**src/rtl/imem_dmem_arbiter_if.sv**
```systemverilog
// imem_dmem_arbiter_if: fetch, data and SRAM bus signals shared through the imem/dmem arbiter
interface imem_dmem_arbiter_if;
  logic        if_req;
  logic [31:0] if_addr;
  logic        if_cancel;
  logic        if_gnt;
  logic        if_rvalid;
  logic [31:0] if_rdata;
  logic        dm_req;
  logic [3:0]  dm_wen;
  logic [31:0] dm_addr;
  logic [31:0] dm_wdata;
  logic        dm_gnt;
  logic        dm_rvalid;
  logic [31:0] dm_rdata;
  logic        ram_en;
  logic [3:0]  ram_wen;
  logic [31:0] ram_addr;
  logic [31:0] ram_wdata;
  logic [31:0] ram_rdata;
  modport master (
    output if_req, if_addr, if_cancel, dm_req, dm_wen, dm_addr, dm_wdata, ram_rdata,
    input  if_gnt, if_rvalid, if_rdata, dm_gnt, dm_rvalid, dm_rdata, ram_en, ram_wen, ram_addr, ram_wdata
  );
  modport slave (
    input  if_req, if_addr, if_cancel, dm_req, dm_wen, dm_addr, dm_wdata, ram_rdata,
    output if_gnt, if_rvalid, if_rdata, dm_gnt, dm_rvalid, dm_rdata, ram_en, ram_wen, ram_addr, ram_wdata
  );
endinterface

```
**src/rtl/imem_dmem_arbiter.sv**
```systemverilog
// imem_dmem_arbiter: shares one sync-read SRAM between fetch and data, data first with a fetch starvation guard
module imem_dmem_arbiter #(
  parameter int STARVE_LIMIT = 4
) (
  input logic clk,
  input logic resetn,
  imem_dmem_arbiter_if.slave bus
);
  typedef enum logic [1:0] {NONE, OWN_IF, OWN_DM} owner_t;
  owner_t     resp_owner;
  logic [2:0] starve_cnt;
  logic       if_live;
  logic       if_first;
  assign if_live  = bus.if_req & ~bus.if_cancel;
  assign if_first = if_live & (starve_cnt == 3'(STARVE_LIMIT));
  assign bus.if_gnt = resetn & if_live & (if_first | ~bus.dm_req);
  assign bus.dm_gnt = resetn & bus.dm_req & ~if_first;
  // rvalid is also gated by reset so a response pending at reset is dropped at once
  assign bus.if_rvalid = resetn & (resp_owner == OWN_IF) & ~bus.if_cancel;
  assign bus.dm_rvalid = resetn & (resp_owner == OWN_DM);
  assign bus.if_rdata  = bus.ram_rdata;
  assign bus.dm_rdata  = bus.ram_rdata;
  always_comb begin
    bus.ram_en    = bus.if_gnt | bus.dm_gnt;
    bus.ram_wen   = bus.dm_gnt ? bus.dm_wen : 4'b0000;
    bus.ram_addr  = bus.if_gnt ? bus.if_addr : bus.dm_gnt ? bus.dm_addr : 32'h0;
    bus.ram_wdata = bus.dm_gnt ? bus.dm_wdata : 32'h0;
  end
  always_ff @(posedge clk) begin
    if (!resetn) begin
      starve_cnt <= '0;
      resp_owner <= NONE;
    end else begin
      starve_cnt <= (!if_live || bus.if_gnt) ? 3'd0 :
                    (starve_cnt == 3'(STARVE_LIMIT)) ? starve_cnt : starve_cnt + 3'd1;
      resp_owner <= bus.if_gnt ? OWN_IF :
                    (bus.dm_gnt && bus.dm_wen == 4'b0000) ? OWN_DM : NONE;
    end
  end
endmodule
```
**src/flat_wrapper.sv**
```systemverilog
// flat-port wrapper written by rule: the top's interface ports become plain ports
module imem_dmem_arbiter_flat 
#(
  parameter int STARVE_LIMIT = 4
)
  (clk, resetn, bus_if_req, bus_if_addr, bus_if_cancel, bus_dm_req, bus_dm_wen, bus_dm_addr, bus_dm_wdata, bus_ram_rdata, bus_if_gnt, bus_if_rvalid, bus_if_rdata, bus_dm_gnt, bus_dm_rvalid, bus_dm_rdata, bus_ram_en, bus_ram_wen, bus_ram_addr, bus_ram_wdata);
  imem_dmem_arbiter_if bus_i ();
  input logic clk;
  input logic resetn;
  input wire logic [$bits(bus_i.if_req)-1:0] bus_if_req;
  input wire logic [$bits(bus_i.if_addr)-1:0] bus_if_addr;
  input wire logic [$bits(bus_i.if_cancel)-1:0] bus_if_cancel;
  input wire logic [$bits(bus_i.dm_req)-1:0] bus_dm_req;
  input wire logic [$bits(bus_i.dm_wen)-1:0] bus_dm_wen;
  input wire logic [$bits(bus_i.dm_addr)-1:0] bus_dm_addr;
  input wire logic [$bits(bus_i.dm_wdata)-1:0] bus_dm_wdata;
  input wire logic [$bits(bus_i.ram_rdata)-1:0] bus_ram_rdata;
  output wire logic [$bits(bus_i.if_gnt)-1:0] bus_if_gnt;
  output wire logic [$bits(bus_i.if_rvalid)-1:0] bus_if_rvalid;
  output wire logic [$bits(bus_i.if_rdata)-1:0] bus_if_rdata;
  output wire logic [$bits(bus_i.dm_gnt)-1:0] bus_dm_gnt;
  output wire logic [$bits(bus_i.dm_rvalid)-1:0] bus_dm_rvalid;
  output wire logic [$bits(bus_i.dm_rdata)-1:0] bus_dm_rdata;
  output wire logic [$bits(bus_i.ram_en)-1:0] bus_ram_en;
  output wire logic [$bits(bus_i.ram_wen)-1:0] bus_ram_wen;
  output wire logic [$bits(bus_i.ram_addr)-1:0] bus_ram_addr;
  output wire logic [$bits(bus_i.ram_wdata)-1:0] bus_ram_wdata;
  assign bus_i.if_req = bus_if_req;
  assign bus_i.if_addr = bus_if_addr;
  assign bus_i.if_cancel = bus_if_cancel;
  assign bus_i.dm_req = bus_dm_req;
  assign bus_i.dm_wen = bus_dm_wen;
  assign bus_i.dm_addr = bus_dm_addr;
  assign bus_i.dm_wdata = bus_dm_wdata;
  assign bus_i.ram_rdata = bus_ram_rdata;
  assign bus_if_gnt = bus_i.if_gnt;
  assign bus_if_rvalid = bus_i.if_rvalid;
  assign bus_if_rdata = bus_i.if_rdata;
  assign bus_dm_gnt = bus_i.dm_gnt;
  assign bus_dm_rvalid = bus_i.dm_rvalid;
  assign bus_dm_rdata = bus_i.dm_rdata;
  assign bus_ram_en = bus_i.ram_en;
  assign bus_ram_wen = bus_i.ram_wen;
  assign bus_ram_addr = bus_i.ram_addr;
  assign bus_ram_wdata = bus_i.ram_wdata;
  imem_dmem_arbiter #(.STARVE_LIMIT(STARVE_LIMIT)) u_core (.clk(clk), .resetn(resetn), .bus(bus_i));
endmodule
```
**config.mk**
```make
export PLATFORM = sky130hd
export DESIGN_NAME = imem_dmem_arbiter_flat
export DESIGN_NICKNAME = d
export VERILOG_FILES = /design/src/rtl/imem_dmem_arbiter_if.sv /design/src/rtl/imem_dmem_arbiter.sv /design/src/flat_wrapper.sv
export SDC_FILE = /design/constraint.sdc
export NUM_CORES = 1
export LEC_CHECK = 0
export ABC_CLOCK_PERIOD_IN_PS = 2300
export BUFFER_PORTS_ARGS = -buffer_cell sky130_fd_sc_hd__buf_2
export CORE_AREA = 2 2 105 107
export DETAILED_ROUTE_END_ITERATION = 12
export DIE_AREA = 0 0 107 109
export MAX_ROUTING_LAYER = met4
export PLACE_DENSITY = 0.46
export SETUP_SLACK_MARGIN = 0.4
export SYNTH_ARGS = -nofsm -noshare
export SYNTH_HDL_FRONTEND = slang
export SYNTH_SLANG_ARGS = --single-unit
```
**constraint.sdc**
```tcl
create_clock -name clk -period 2.3 [get_ports clk]
set_input_delay 0.345 -clock clk [delete_from_list [all_inputs] [get_ports clk]]
set_output_delay 0.345 -clock clk [all_outputs]
set_load 0.01 [all_outputs]
```
Word-level counts from Yosys, hierarchy flattened. Index checks and enable logic that the tools add are counted. Widths: inputs -> output; s select.

Flip-flop bits (word level): 5. Bits of input ports: 137. Logic and storage cells: 34. Output and inout port bits: 137.

Reductions and logical operators: 6. Multiplexer cells: 6. $add $sub $neg: 1. Bitwise gates (word level): 15. Eq/ne operators: 3.

Operators with widths (number): $mux 32 (3); $and 1x1->1 (9); $logic_not 4->1 (1); $mux 4 (1); $not 1->1 (4); $reduce_or 2->1 (2); $add 3x1->3 const B (1); $eq 3x3->1 const B (1); $eq 2x1->1 const B (1); $eq 2x2->1 const B (1); $mux 2 (1); $or 1x1->1 (2); $logic_and 1x1->1 (1); $logic_not 1->1 (1); $logic_or 1x1->1 (1); $mux 1 (1).

Longest topological paths before layout.
Depth after elaboration: 8. Gate-level depth with buffers: 6. Mapped depth without buffers: 5.

Worst setup path after synthesis. No wires, ideal clock.

Path type: register -> output. Start point: register u_core.starve_cnt[0]. End point: output bus_ram_addr[22]. Arrival time: 1.401 ns. Path slack: 0.554 ns. Stages on the path, launching flop included: 7. Required time: 1.955 ns. Cells stage by stage: dfxtp_1 inv_1 ha_1 nand2_2 a211oi_4 buf_6 a22o_1.

RTL lines: start: declaration (line imem_dmem_arbiter.sv:11) `logic [2:0] starve_cnt;`; start signal: assignment (line imem_dmem_arbiter.sv:34) `starve_cnt <= (!if_live || bus.if_gnt) ? 3'd0 :`; $eq 3x3->1 (line imem_dmem_arbiter.sv:15) `assign if_first = if_live & (starve_cnt == 3'(STARVE_LIMIT));`; $and 1x1->1 (line imem_dmem_arbiter.sv:15); $or 1x1->1 (line imem_dmem_arbiter.sv:16) `assign bus.if_gnt = resetn & if_live & (if_first | ~bus.dm_req);`; $and 1x1->1 (line imem_dmem_arbiter.sv:16); net bus_if_gnt (line flat_wrapper.sv:18) `output wire logic [$bits(bus_i.if_gnt)-1:0] bus_if_gnt;`; $mux 32 (line imem_dmem_arbiter.sv:26) `bus.ram_addr = bus.if_gnt ? bus.if_addr : bus.dm_gnt ? bus.dm_addr : 32'h0;`; end: declaration (line flat_wrapper.sv:26) `output wire logic [$bits(bus_i.ram_addr)-1:0] bus_ram_addr;`.

The timed path passes the listed nets, and every way through them passes these cells.

Worst setup path after layout.
Start point: register u_core.starve_cnt[1]. End point: output bus_ram_addr[27].

Word-level cells in the longest chain between the ends: 6.

Ends and longest elaborated chain: $eq 3x3->1 (*) (line imem_dmem_arbiter.sv:15); $and 1x1->1 (*) (line imem_dmem_arbiter.sv:15); $not 1->1 (line imem_dmem_arbiter.sv:17) `assign bus.dm_gnt = resetn & bus.dm_req & ~if_first;`; $and 1x1->1 (line imem_dmem_arbiter.sv:17); $mux 32 (line imem_dmem_arbiter.sv:26); $mux 32 (*) (line imem_dmem_arbiter.sv:26).

Every way passes the cells marked *; elsewhere a longest branch is shown, timed or not.

==> metrics.txt <==
status complete, no violations; Hold/Removal Path Class input port to register; Layout Cells excl Fill 437; P_int between 400 and 500 uW; Total GRT Usage 7.659%; most numerous cell in the Yosys netlist buf_4; layout cells sized above 1 77.10%; First DRT Iteration DRCs 51; post-synth top area cell buf_4; clk buf depth 2; Least-Margin Pin Slew between 200 and 250 ps; Pwr Density 245.1 mW/mm2; DP HPWL 4105 um; switching power share of the total 30.87%; vias in the first global route 1366; Yosys top cell area share 35.75%; Max Clock Freq 489.1 MHz; Synth area leaders buf_4 36%, a22o_1 19%, and2_1 17%; Critical Path Sink Type output pin; Final Setup Violations 0; Top Family by Delay on Critical Path buffers and inverters; row cnt 38; TritonCTS clock tree yes; H-tree Lvls 1; Synth top cells by count 65 x buf_4, 37 x and2_1, 29 x a22o_1; number of synthesized flops with an enable pin 0; critical-path maximum fanout 33; I/O pins ~270; setup TNS 0 ps; routed via count roughly 1.6k; max-cap violations 0; Clock Root Buffer clkbuf_8; RSZ-0062 raised after global routing true; Die Y 109 um; Clock Power Share 27.3%; Synthesized Nets 310; Worst EP arrival 1700 ps; max incr delay on CP between 300 and 400 ps; top_reg_cell synth dfxtp_1; yosys warns 0; first-pass GRT wire length between 6000 and 7000 um; Final Wtd Congestion 0.7632; Gate Count Post-Synth approximately 170; antenna violations before repair 0; Tcrit/Tclk final between 80 and 90%; Cell Count Post-Placement 417; Initial Utilization 12.87%; critical path's slowest cell dfxtp_2; CP Data Required Time 1960 ps; Synth-to-Final Area Change 75.99%; Syn Area/Cell 7.983 um2; Worst Path Buf+Inv 4; Antenna Cells 0; Slew Viols, Final 0; Min Clock Period, post-route 2044 ps; drt wl/cell 13.35 um; sequential cell area between 100 and 150 um2; kind of critical path register to output pin; Clock Skew 2.905 ps; Worst VDD drop 212.3 uV; share of flip-flops with an asynchronous set or reset 0%; TritonCTS Sinks 5; LEAKAGE 0.001330 uW; Cell variety after synth 22; critical-path cell list inv_2 -> ha_4 -> buf_4 -> a31oi_4 -> buf_8 -> a22o_1 -> buf_2; sequential fraction of the synthesis area 7.333%; die footprint 0.01166 mm2; nets@finish 437; Pre-Repair DR Iteration Count 4; drt drc 0; Layout fillers 1196; I/O Buffers 177; Worst slew margin 84.33%; area occupied by multi-input gates 749.5 um2; Hold Violations, Final 0; Skew-Pair Late Insertion Delay between 200 and 250 ps; routed wire length 5832 um; #FFs+latches synth 5; DR vias/cell 3.725; Inserted Clock Buffers 3; gr ovfl total 0; ANT nets after route 0; CTS clk-pin slew, worst paths about 40 ps; Placeable Area approximately 0.011 mm2; startpoint class of the critical path register; pin count of the biggest net entering global routing 38; sequential share of power 15.1%; switching pwr 181.8 uW; Die Wd 107 um; combinational share of power 57.5%; Mapped Area 0.001365 mm2
==> stage by stage <==
| step | area (um2) | total power [uW] | util [%] | setup slack (ps) | hold WS, ps |
|---|---|---|---|---|---|
| floorplan | 1365 | 321.3 | - | 553.5 | 427.6 |
| CTS | 2096 | 539.1 | 19.77 | 245.3 | 384.7 |
| detailed placement | 1897 | 355.4 | 17.89 | 359.7 | 455.7 |
| finish | 2402 | 588.8 | 22.66 | 255.5 | 389.5 |
| global placement | 1897 | 353.8 | 17.89 | 371.8 | 455.2 |
| global route | 2402 | 627.0 | 22.66 | 191.2 | 400.7 |
==> power groups by stage <==
stage               Combinational, uW  Clock [uW]  Sequential [uW]
global route                      366         172             89.2
CTS                               284         166             89.2
detailed placement                265           0             90.4
global placement                  263           0             90.5
floorplan                         231           0             90.2
finish                            339         161             89.2
==> worst paths after layout <==
path / from / end / slack (ps) / cells past startpoint
hold reg to reg: u_core.starve_cnt[0] / u_core.starve_cnt[0] / 510 / 2
setup / recovery: u_core.starve_cnt[1] / bus_ram_addr[27] / 260 / 7
setup reg to reg: u_core.starve_cnt[1] / u_core.resp_owner[1] / 940 / 7
hold / removal: bus_dm_req / u_core.resp_owner[0] / 390 / 2
==> state kept, by name, summed over array words and instances (netlist names) <==
| name | cells |
|---|---|
| u_core.resp_owner | 2 |
| u_core.starve_cnt | 3 |
==> cells in the final DEF, fill, tap and decap left out, types with 3 or more instances in the layout <==
cell type	Yosys	final
buf_2	4	159
buf_16	0	3
a22o_2	3	3
clkbuf_8	0	3
clkbuf_16	0	4
and2_4	0	17
buf_4	65	5
buf_6	5	22
dfxtp_1	5	3
and2_1	37	20
nor2_1	4	4
a22o_1	29	29
==> area by class of cell <==
class / instances / share of cell area (%)
Multi-Input combinational cell: 89 / 31.20
Tap cell: 140 / 7.292
Clock buffer: 4 / 1.875
Timing Repair Buffer: 196 / 54.90
Sequential cell: 5 / 4.271
Inverter: 3 / 0.4688
==> what timing repair did <==
action                                  CTS  global route
buffers inserted                          5             3
hold buffers                              0             0
pin swaps                                 2            12
hold endpoints to repair                  0             0
cloned                                    3             5
endpoints found under the setup margin   70            65
gates resized for setup                  13            41
==> layer usage <==
layer | vias up | share of wire (%) | GRT usage [%] | wire [um]
met4 | 0 | 0.46 | 2.134 | 27
met2 | 91 | 51 | 12.60 | 2991
li1 | 773 | - | - | -
met5 | - | 0 | - | 0
met1 | 756 | 40 | 9.413 | 2361
met3 | 8 | 7.8 | 1.793 | 452
==> cells by family (layout without fill, tap and decap cells) <==
logic type	after synthesis	count (layout)	share of synthesized area [%]
buffers and inverters	77	203	42.16
AOI/OAI and AO/OA	35	35	24.38
and+or+nand+nor	51	51	23.56
muxes	1	1	0.7333
DFF	5	5	7.333
adders and majority gates	2	2	1.833
No activity file was read; power rests on OpenSTA's default activity.
